[src/rtl/set_counter_pkg.sv]
// Shared types and constants for the SET point counter.
// Holds job sizing, coordinate field layout, set modes and FSM states.
package set_counter_pkg;

    localparam int NPTS     = 64;
    localparam int CNT_W    = 7;
    localparam int COORD_SZ = 8;
    localparam int X_HI     = 7;
    localparam int X_LO     = 4;
    localparam int Y_HI     = 3;
    localparam int Y_LO     = 0;

    localparam logic [1:0] MODE_A   = 2'b00;
    localparam logic [1:0] MODE_AND = 2'b01;
    localparam logic [1:0] MODE_XOR = 2'b10;
    localparam logic [1:0] MODE_OR  = 2'b11;

    typedef enum logic [1:0] {
        IDLE  = 2'b00,
        RUN   = 2'b01,
        DRAIN = 2'b10,
        DONE  = 2'b11
    } state_t;

    // Set relation between the two circle hits for the selected mode.
    function automatic logic sel_fn(
        input logic [1:0] mode,
        input logic       a,
        input logic       b
    );
        logic s;
        case (mode)
            MODE_A:   s = a;
            MODE_AND: s = a & b;
            MODE_XOR: s = a ^ b;
            default:  s = a | b;
        endcase
        return s;
    endfunction

endpackage

[src/rtl/set_counter_if.sv]
// Job/point/result bundle of the SET point counter.
// master: job and point source. slave: the counter.
interface set_counter_if;
    import set_counter_pkg::*;

    logic                en_i;
    logic [15:0]         central_i;
    logic [7:0]          radius_i;
    logic [1:0]          mode_i;
    logic                coord_valid_i;
    logic [COORD_SZ-1:0] coord_i;
    logic                busy_o;
    logic                valid_o;
    logic [CNT_W-1:0]    candidate_o;

    modport master (
        output en_i, central_i, radius_i, mode_i,
        output coord_valid_i, coord_i,
        input  busy_o, valid_o, candidate_o
    );

    modport slave (
        input  en_i, central_i, radius_i, mode_i,
        input  coord_valid_i, coord_i,
        output busy_o, valid_o, candidate_o
    );

endinterface

[src/rtl/set_counter_circle_hit.sv]
// Two-stage point-in-circle test: S1 offsets, S2 squared distance vs r*r.
// Ports: clk_i, rst_i (sync, active-low), flush, in_valid, x, y, xc, yc, r
//        -> out_valid, hit (2-cycle latency), busy (either stage occupied).
module set_counter_circle_hit (
    input  logic       clk_i,
    input  logic       rst_i,
    input  logic       flush,
    input  logic       in_valid,
    input  logic [3:0] x,
    input  logic [3:0] y,
    input  logic [3:0] xc,
    input  logic [3:0] yc,
    input  logic [3:0] r,
    output logic       out_valid,
    output logic       hit,
    output logic       busy
);

    logic              v1;
    logic              v2;
    logic signed [4:0] dx;
    logic signed [4:0] dy;
    logic [3:0]        ax;
    logic [3:0]        ay;
    logic [7:0]        sx;
    logic [7:0]        sy;
    logic [8:0]        d2;
    logic [7:0]        r2;

    always_ff @(posedge clk_i) begin
        if (!rst_i || flush) begin
            v1 <= 1'b0;
            dx <= '0;
            dy <= '0;
        end else begin
            v1 <= in_valid;
            if (in_valid) begin
                dx <= $signed({1'b0, x}) - $signed({1'b0, xc});
                dy <= $signed({1'b0, y}) - $signed({1'b0, yc});
            end
        end
    end

    // Magnitudes fit in 4 bits (|d| <= 15), so squares are exact in 8 bits.
    assign ax = dx[4] ? 4'(~dx + 5'd1) : dx[3:0];
    assign ay = dy[4] ? 4'(~dy + 5'd1) : dy[3:0];
    assign sx = {4'b0, ax} * {4'b0, ax};
    assign sy = {4'b0, ay} * {4'b0, ay};
    assign d2 = {1'b0, sx} + {1'b0, sy};
    assign r2 = {4'b0, r} * {4'b0, r};

    always_ff @(posedge clk_i) begin
        if (!rst_i || flush) begin
            v2  <= 1'b0;
            hit <= 1'b0;
        end else begin
            v2  <= v1;
            hit <= (d2 <= {1'b0, r2});
        end
    end

    assign out_valid = v2;
    assign busy      = v1 | v2;

endmodule

[src/rtl/set_counter.sv]
// Counts grid points of a job lying in the selected A/B circle set relation.
// Ports: clk_i, rst_i (sync, active-low), bus (slave: job, points, result).
module set_counter
    import set_counter_pkg::*;
(
    input logic          clk_i,
    input logic          rst_i,
    set_counter_if.slave bus
);

    state_t           state;
    state_t           state_nx;
    logic [CNT_W-1:0] cnt;
    logic [CNT_W-1:0] acc;
    logic [15:0]      central;
    logic [7:0]       radius;
    logic [1:0]       mode;
    logic             accept;
    logic             last;
    logic             va;
    logic             vb;
    logic             ha;
    logic             hb;
    logic             ba;
    logic             bb;

    // A point arriving with en_i belongs to neither job and is dropped.
    assign accept = (state == RUN) && bus.coord_valid_i && !bus.en_i;
    assign last   = accept && (cnt == CNT_W'(NPTS - 1));

    always_ff @(posedge clk_i) begin
        if (!rst_i) state <= IDLE;
        else        state <= state_nx;
    end

    always_comb begin
        state_nx = state;
        unique case (state)
            IDLE:  state_nx = IDLE;
            RUN:   if (last) state_nx = DRAIN;
            DRAIN: if (!(ba || bb)) state_nx = DONE;
            DONE:  state_nx = IDLE;
        endcase
        if (bus.en_i) state_nx = RUN;
    end

    always_ff @(posedge clk_i) begin
        if (!rst_i) begin
            cnt     <= '0;
            acc     <= '0;
            central <= '0;
            radius  <= '0;
            mode    <= '0;
        end else if (bus.en_i) begin
            cnt     <= '0;
            acc     <= '0;
            central <= bus.central_i;
            radius  <= bus.radius_i;
            mode    <= bus.mode_i;
        end else begin
            if (accept) cnt <= cnt + CNT_W'(1);
            if (va && vb) acc <= acc + CNT_W'(sel_fn(mode, ha, hb));
        end
    end

    set_counter_circle_hit u_hit_a (
        .clk_i     (clk_i),
        .rst_i     (rst_i),
        .flush     (bus.en_i),
        .in_valid  (accept),
        .x         (bus.coord_i[X_HI:X_LO]),
        .y         (bus.coord_i[Y_HI:Y_LO]),
        .xc        (central[15:12]),
        .yc        (central[11:8]),
        .r         (radius[7:4]),
        .out_valid (va),
        .hit       (ha),
        .busy      (ba)
    );

    set_counter_circle_hit u_hit_b (
        .clk_i     (clk_i),
        .rst_i     (rst_i),
        .flush     (bus.en_i),
        .in_valid  (accept),
        .x         (bus.coord_i[X_HI:X_LO]),
        .y         (bus.coord_i[Y_HI:Y_LO]),
        .xc        (central[7:4]),
        .yc        (central[3:0]),
        .r         (radius[3:0]),
        .out_valid (vb),
        .hit       (hb),
        .busy      (bb)
    );

    assign bus.busy_o      = (state == RUN) || (state == DRAIN);
    assign bus.valid_o     = (state == DONE);
    assign bus.candidate_o = acc;

endmodule

[src/flat_wrapper.sv]
// flat-port wrapper written by rule: the top's interface ports become plain ports
module set_counter_flat import set_counter_pkg::*;
  (clk_i, rst_i, bus_en_i, bus_central_i, bus_radius_i, bus_mode_i, bus_coord_valid_i, bus_coord_i, bus_busy_o, bus_valid_o, bus_candidate_o);
  set_counter_if bus_i ();
  input logic clk_i;
  input logic rst_i;
  input wire logic [$bits(bus_i.en_i)-1:0] bus_en_i;
  input wire logic [$bits(bus_i.central_i)-1:0] bus_central_i;
  input wire logic [$bits(bus_i.radius_i)-1:0] bus_radius_i;
  input wire logic [$bits(bus_i.mode_i)-1:0] bus_mode_i;
  input wire logic [$bits(bus_i.coord_valid_i)-1:0] bus_coord_valid_i;
  input wire logic [$bits(bus_i.coord_i)-1:0] bus_coord_i;
  output wire logic [$bits(bus_i.busy_o)-1:0] bus_busy_o;
  output wire logic [$bits(bus_i.valid_o)-1:0] bus_valid_o;
  output wire logic [$bits(bus_i.candidate_o)-1:0] bus_candidate_o;
  assign bus_i.en_i = bus_en_i;
  assign bus_i.central_i = bus_central_i;
  assign bus_i.radius_i = bus_radius_i;
  assign bus_i.mode_i = bus_mode_i;
  assign bus_i.coord_valid_i = bus_coord_valid_i;
  assign bus_i.coord_i = bus_coord_i;
  assign bus_busy_o = bus_i.busy_o;
  assign bus_valid_o = bus_i.valid_o;
  assign bus_candidate_o = bus_i.candidate_o;
  set_counter u_core (.clk_i(clk_i), .rst_i(rst_i), .bus(bus_i));
endmodule
[config.mk]
export PLATFORM = sky130hd
export DESIGN_NAME = set_counter_flat
export DESIGN_NICKNAME = d
export VERILOG_FILES = /design/src/rtl/set_counter_pkg.sv /design/src/rtl/set_counter_if.sv /design/src/rtl/set_counter_circle_hit.sv /design/src/rtl/set_counter.sv /design/src/flat_wrapper.sv
export SDC_FILE = /design/constraint.sdc
export NUM_CORES = 1
export LEC_CHECK = 0
export CELL_PAD_IN_SITES_DETAIL_PLACEMENT = 1
export CELL_PAD_IN_SITES_GLOBAL_PLACEMENT = 1
export CORE_MARGIN = 2
export CORE_UTILIZATION = 28
export CTS_BUF_LIST = sky130_fd_sc_hd__clkbuf_2 sky130_fd_sc_hd__clkbuf_4 sky130_fd_sc_hd__clkbuf_8
export DETAILED_ROUTE_END_ITERATION = 7
export PLACE_DENSITY = 0.61
export SLEW_MARGIN = 0
export SYNTH_ARGS = -nofsm -noshare
export SYNTH_HDL_FRONTEND = slang
export SYNTH_HIERARCHICAL = 1
export SYNTH_SLANG_ARGS = --single-unit
[constraint.sdc]
create_clock -name clk_i -period 5.4 [get_ports clk_i]
set_clock_uncertainty 0.2 [all_clocks]
set_input_delay 1.08 -clock clk_i [delete_from_list [all_inputs] [get_ports clk_i]]
set_output_delay 1.08 -clock clk_i [all_outputs]
set_load 0.02 [all_outputs]
==> run_results.csv <==
group,metric,value,unit
outcome,result_of_the_run,"finished, final reports clean",
routing,drt_pre_antenna_iters,4,
timing,post-route-worst-setup-slack,171,ps
synthesis,synth_nets,790,
global_routing,globalRouteTotalUtil,0.136,
worst_setup_path,crit_path_max_fanout,3,
placement,place.detailed.instances,955,
global_routing,grt_start_max_net_pins,38,
floorplan,effective_utilization_at_floorplan,0.285,
routing,route.vias.total,4554,
cts,hold_buffers,0,
timing,finalCriticalPeriod,5230,ps
worst_setup_path,critical_path_class,"reg -> reg",
global_routing,grt_pass1_vias,4956,
cts,cts.reportedPaths.clkPinSlew,70,ps
cells_and_area,fraction_of_final_layout_cells_sized_beyond_drive_strength_1,0.110,
synthesis,synthesis.yosys.warnings,6,
worst_hold_path,worst_hold_path_type,"reg -> reg",
worst_setup_path,r2r_cells,20,
cells_and_area,multiInputGateArea,4120,um^2
run,maxCapViolations,0,
floorplan,dieHeight,147,um
placement,finalWeightedCongestion,0.839,
cells_and_area,seq_area,1370,um^2
routing,routed_via_density,4.67,
worst_hold_path,min_from,"u_core/u_hit_a/v1$_SDFF_PP0_",
cells_and_area,area_delta_synth_final,20.1,%
pwr,netSwitchingPower,0.000326,W
routing,routed_wirelength,14300,um
cells_and_area,number_of_nets_in_the_final_layout,850,
timing,timing.slew.headroom,0.477,
pwr,p_seq_frac,0.474,
pwr,power-per-cell-area,164,nW/um^2
floorplan,io-pin-count,47,
synthesis,syn_avg_cell_area,8.96,um^2
cts,sink_count,68,
cts,clock_tree.htree_level_count,3,
global_routing,globalRoute.totalOverflow,0,
timing,timing.final.crit_share,0.968,
cts,clock_tree.buffer_depth,2,
pwr,logic_gate_share_of_total_power,0.187,
synthesis,synthesis.instances,641,
pwr,intPower,0.000807,W
floorplan,die_area,21700,um^2
worst_setup_path,timing.critical_path.from_type,"flip-flop",
worst_setup_path,cp_data_required_time,5480,ps
pwr,leakage,3.11,nW
cells_and_area,num_antenna_cells,0,
floorplan,core.rowCount,52,
worst_setup_path,timing.critical_path.from,"u_core/u_hit_b/dx[1]$_SDFFE_PP0P_",
synthesis,synth-seq-cells,68,
placement,portBuffers,46,
synthesis,synthArstFlopShare,0,
worst_setup_path,crit-reg2reg-launch,"u_core/u_hit_b/dx[1]$_SDFFE_PP0P_",
cells_and_area,fill_cells,2389,
timing,timing.final.hold_violations,0,
cts,tritoncts_clock_tree,"done",
worst_hold_path,holdPathStages,1,
timing,actual_slew_at_the_worst_max_slew_pin,784,ps
floorplan,dieWidth,147,um
synthesis,synth-edff-count,0,
synthesis,netlist_area,5740,um^2
cts,clock_insertion_delay_worst_skew,370,ps
routing,drc,0,
placement,dp_slack,-58.2,ps
global_routing,antenna_found_initial,0,
synthesis,synthDistinctLibCells,52,
pwr,report.power.total,0.00113,W
timing,max_freq,0.191,GHz
cells_and_area,instances_no_fill,976,
timing,slew_viol_final,0,
pwr,power.share.switching,0.288,
synthesis,synth-main-ff-cell,"sky130_fd_sc_hd__dfxtp_1",
placement,hpwlAfterDp,11600,um
synthesis,synth-seq-area-share,0.237,
global_routing,first_pass_grt_wire_length,23900,um
pwr,clock_power_share,0.338,
worst_setup_path,critical_path.endpoint_type,"flip-flop",
timing,final.hold.worst_slack,254,ps
routing,first_iter_violations,120,
worst_setup_path,arrival,5310,ps
floorplan,design.core.area,20200,um^2
timing,final-setup-viol-count,0,
cts,tritoncts_buffer_count,9,
pwr,irDropWorstVdd,104,uV
cts,clock_tree.root_cell,"sky130_fd_sc_hd__clkbuf_8",
routing,routedWlPerCell,14.6,um
routing,postRouteAntennaNets,0,
state kept, by name, indices dropped and copies added, names as in the netlist:
register                  cells
u_core/bus.candidate_o        7
u_core/u_hit_b/hit            1
u_core/u_hit_a/dx             5
u_core/u_hit_b/dy             5
u_core/mode                   2
u_core/u_hit_a/v1             1
u_core/cnt                    7
u_core/radius                 8
u_core/u_hit_a/hit            1
u_core/state                  2
u_core/central               16
u_core/u_hit_a/dy             5
u_core/u_hit_b/v1             1
u_core/u_hit_b/out_valid      1
u_core/u_hit_a/out_valid      1
u_core/u_hit_b/dx             5
cell usage in the layout (no fill, tap or decap), drive strengths merged, types with 5 or more instances in the layout:
cell and count:
dfxtp 68, nor3 5, a311o 6, a21oi 24, buf 18, inv 85, a211oi 12, o21ai 29
a211o 5, nor2b 42, xnor2 24, clkbuf 11, mux2i 30, nand3 9, nand2 34, o211ai 8
nand2b 15, a21o 8, and2 23, xor2 9, nand3b 6, clkdlybuf4s50 45, ha 85, nor2 37
fa 26
final timing paths:
path,endpoint,slack [ps]
worst min register to register,u_core/u_hit_a/out_valid$_SDFF_PP0_,250
worst max-delay path,u_core/u_hit_b/hit$_SDFF_PP0_,170
worst min-delay path,u_core/u_hit_a/out_valid$_SDFF_PP0_,250
worst max register to register,u_core/u_hit_b/hit$_SDFF_PP0_,170
metal layers:
layer  track usage  share of wire  up-vias
met5             0              0        -
met4        0.0288          0.011        0
met3        0.0335          0.036       13
met2         0.238           0.47       66
met1         0.170           0.48     2176
li1              -              -     2299
power by group through the flow:
stage / Combinational, W / Clock, W / Sequential [W]
3_5_place_dp: 0.000212 / 0 / 0.000549
3_3_place_gp: 0.000202 / 0 / 0.000548
6_report: 0.000212 / 0.000383 / 0.000538
5_1_grt: 0.000239 / 0.000421 / 0.000541
2_1_floorplan: 0.000137 / 0 / 0.000543
4_1_cts: 0.000213 / 0.000401 / 0.000538
per-stage QoR:
stage | instance area, um^2 | TNS [ps] | util
CTS | 6760 | 0 | 0.335
floorplan | 5740 | 0 | -
detailed placement | 6550 | -83.8 | 0.325
finish | 6900 | 0 | 0.342
global route | 6900 | -55.1 | 0.342
global placement | 6550 | 0 | 0.325
critical path: stages, from the launching register on:
cell	delay, ps
sky130_fd_sc_hd__dfxtp_2	350
sky130_fd_sc_hd__inv_2	50
sky130_fd_sc_hd__ha_2	170
sky130_fd_sc_hd__nand2b_4	140
sky130_fd_sc_hd__xnor2_2	190
sky130_fd_sc_hd__nand2_2	90
sky130_fd_sc_hd__fa_1	540
sky130_fd_sc_hd__fa_1	450
sky130_fd_sc_hd__fa_1	540
sky130_fd_sc_hd__inv_1	50
sky130_fd_sc_hd__fa_1	450
sky130_fd_sc_hd__ha_2	210
sky130_fd_sc_hd__fa_2	390
sky130_fd_sc_hd__a21o_1	190
sky130_fd_sc_hd__a21oi_2	130
sky130_fd_sc_hd__xnor2_1	90
sky130_fd_sc_hd__ha_1	300
sky130_fd_sc_hd__nand4b_1	100
sky130_fd_sc_hd__o22ai_1	160
sky130_fd_sc_hd__nand2_1	100
sky130_fd_sc_hd__a211oi_2	260
cell families (layout without fill, tap and decap cells):
kind of cell / after synthesis / after routing / synth area share
XOR/XNOR: 33 / 33 / 0.0503
buffers and inverters: 99 / 164 / 0.0682
flip-flops: 68 / 68 / 0.237
AND/OR/NAND/NOR: 190 / 190 / 0.182
AO/OA/AOI/OAI: 109 / 109 / 0.130
multiplexers: 31 / 31 / 0.0562
adder cells (fa/ha/maj): 111 / 111 / 0.276
Yosys cell counts (2+ instances only):
| cell | n | share of area |
|---|---|---|
| sky130_fd_sc_hd__a2111oi_0 | 4 | 0.0061 |
| sky130_fd_sc_hd__a21o_1 | 8 | 0.010 |
| sky130_fd_sc_hd__o21ai_1 | 3 | 0.0026 |
| sky130_fd_sc_hd__nand3b_1 | 6 | 0.0078 |
| sky130_fd_sc_hd__fa_1 | 26 | 0.091 |
| sky130_fd_sc_hd__xor2_1 | 9 | 0.014 |
| sky130_fd_sc_hd__and2_1 | 23 | 0.025 |
| sky130_fd_sc_hd__nor3b_1 | 4 | 0.0052 |
| sky130_fd_sc_hd__dfxtp_1 | 68 | 0.24 |
| sky130_fd_sc_hd__nand2b_1 | 14 | 0.015 |
| sky130_fd_sc_hd__a31oi_1 | 2 | 0.0022 |
| sky130_fd_sc_hd__o21ai_0 | 26 | 0.023 |
| sky130_fd_sc_hd__nand4b_1 | 2 | 0.0031 |
| sky130_fd_sc_hd__a32o_1 | 2 | 0.0035 |
| sky130_fd_sc_hd__o211ai_1 | 8 | 0.010 |
| sky130_fd_sc_hd__a21oi_1 | 24 | 0.021 |
| sky130_fd_sc_hd__or2_2 | 2 | 0.0022 |
| sky130_fd_sc_hd__a211oi_1 | 11 | 0.014 |
| sky130_fd_sc_hd__mux2i_1 | 30 | 0.052 |
| sky130_fd_sc_hd__nand4_1 | 3 | 0.0033 |
| sky130_fd_sc_hd__a311o_1 | 6 | 0.010 |
| sky130_fd_sc_hd__o22ai_1 | 2 | 0.0022 |
| sky130_fd_sc_hd__buf_2 | 7 | 0.0061 |
| sky130_fd_sc_hd__ha_1 | 85 | 0.19 |
| sky130_fd_sc_hd__nand3_1 | 9 | 0.0078 |
| sky130_fd_sc_hd__xnor2_1 | 24 | 0.037 |
| sky130_fd_sc_hd__or3_1 | 2 | 0.0022 |
| sky130_fd_sc_hd__a211o_1 | 5 | 0.0076 |
| sky130_fd_sc_hd__and2b_1 | 2 | 0.0026 |
| sky130_fd_sc_hd__nor3_1 | 5 | 0.0044 |
| sky130_fd_sc_hd__nand2_1 | 33 | 0.022 |
| sky130_fd_sc_hd__a31o_2 | 2 | 0.0031 |
| sky130_fd_sc_hd__clkbuf_1 | 5 | 0.0033 |
| sky130_fd_sc_hd__nor2b_1 | 41 | 0.045 |
| sky130_fd_sc_hd__inv_1 | 85 | 0.056 |
| sky130_fd_sc_hd__nor2_1 | 37 | 0.024 |
final cells by class:
class                           count  share of cell area
Multi-Input combinational cell    474               0.597
Sequential cell                    68               0.199
Timing Repair Buffer               63              0.0845
Tap cell                          270              0.0490
Inverter                           85              0.0462
Clock buffer                       11              0.0210
Clock inverter                      5             0.00399
repair_timing:
item,CTS,global route
gates resized for setup,4,31
hold endpoints to repair,0,0
pin swaps,3,21
gates cloned,0,0
buffers inserted,2,3
endpoints found under the setup margin,2,2
(Power assumes the default switching activity.)
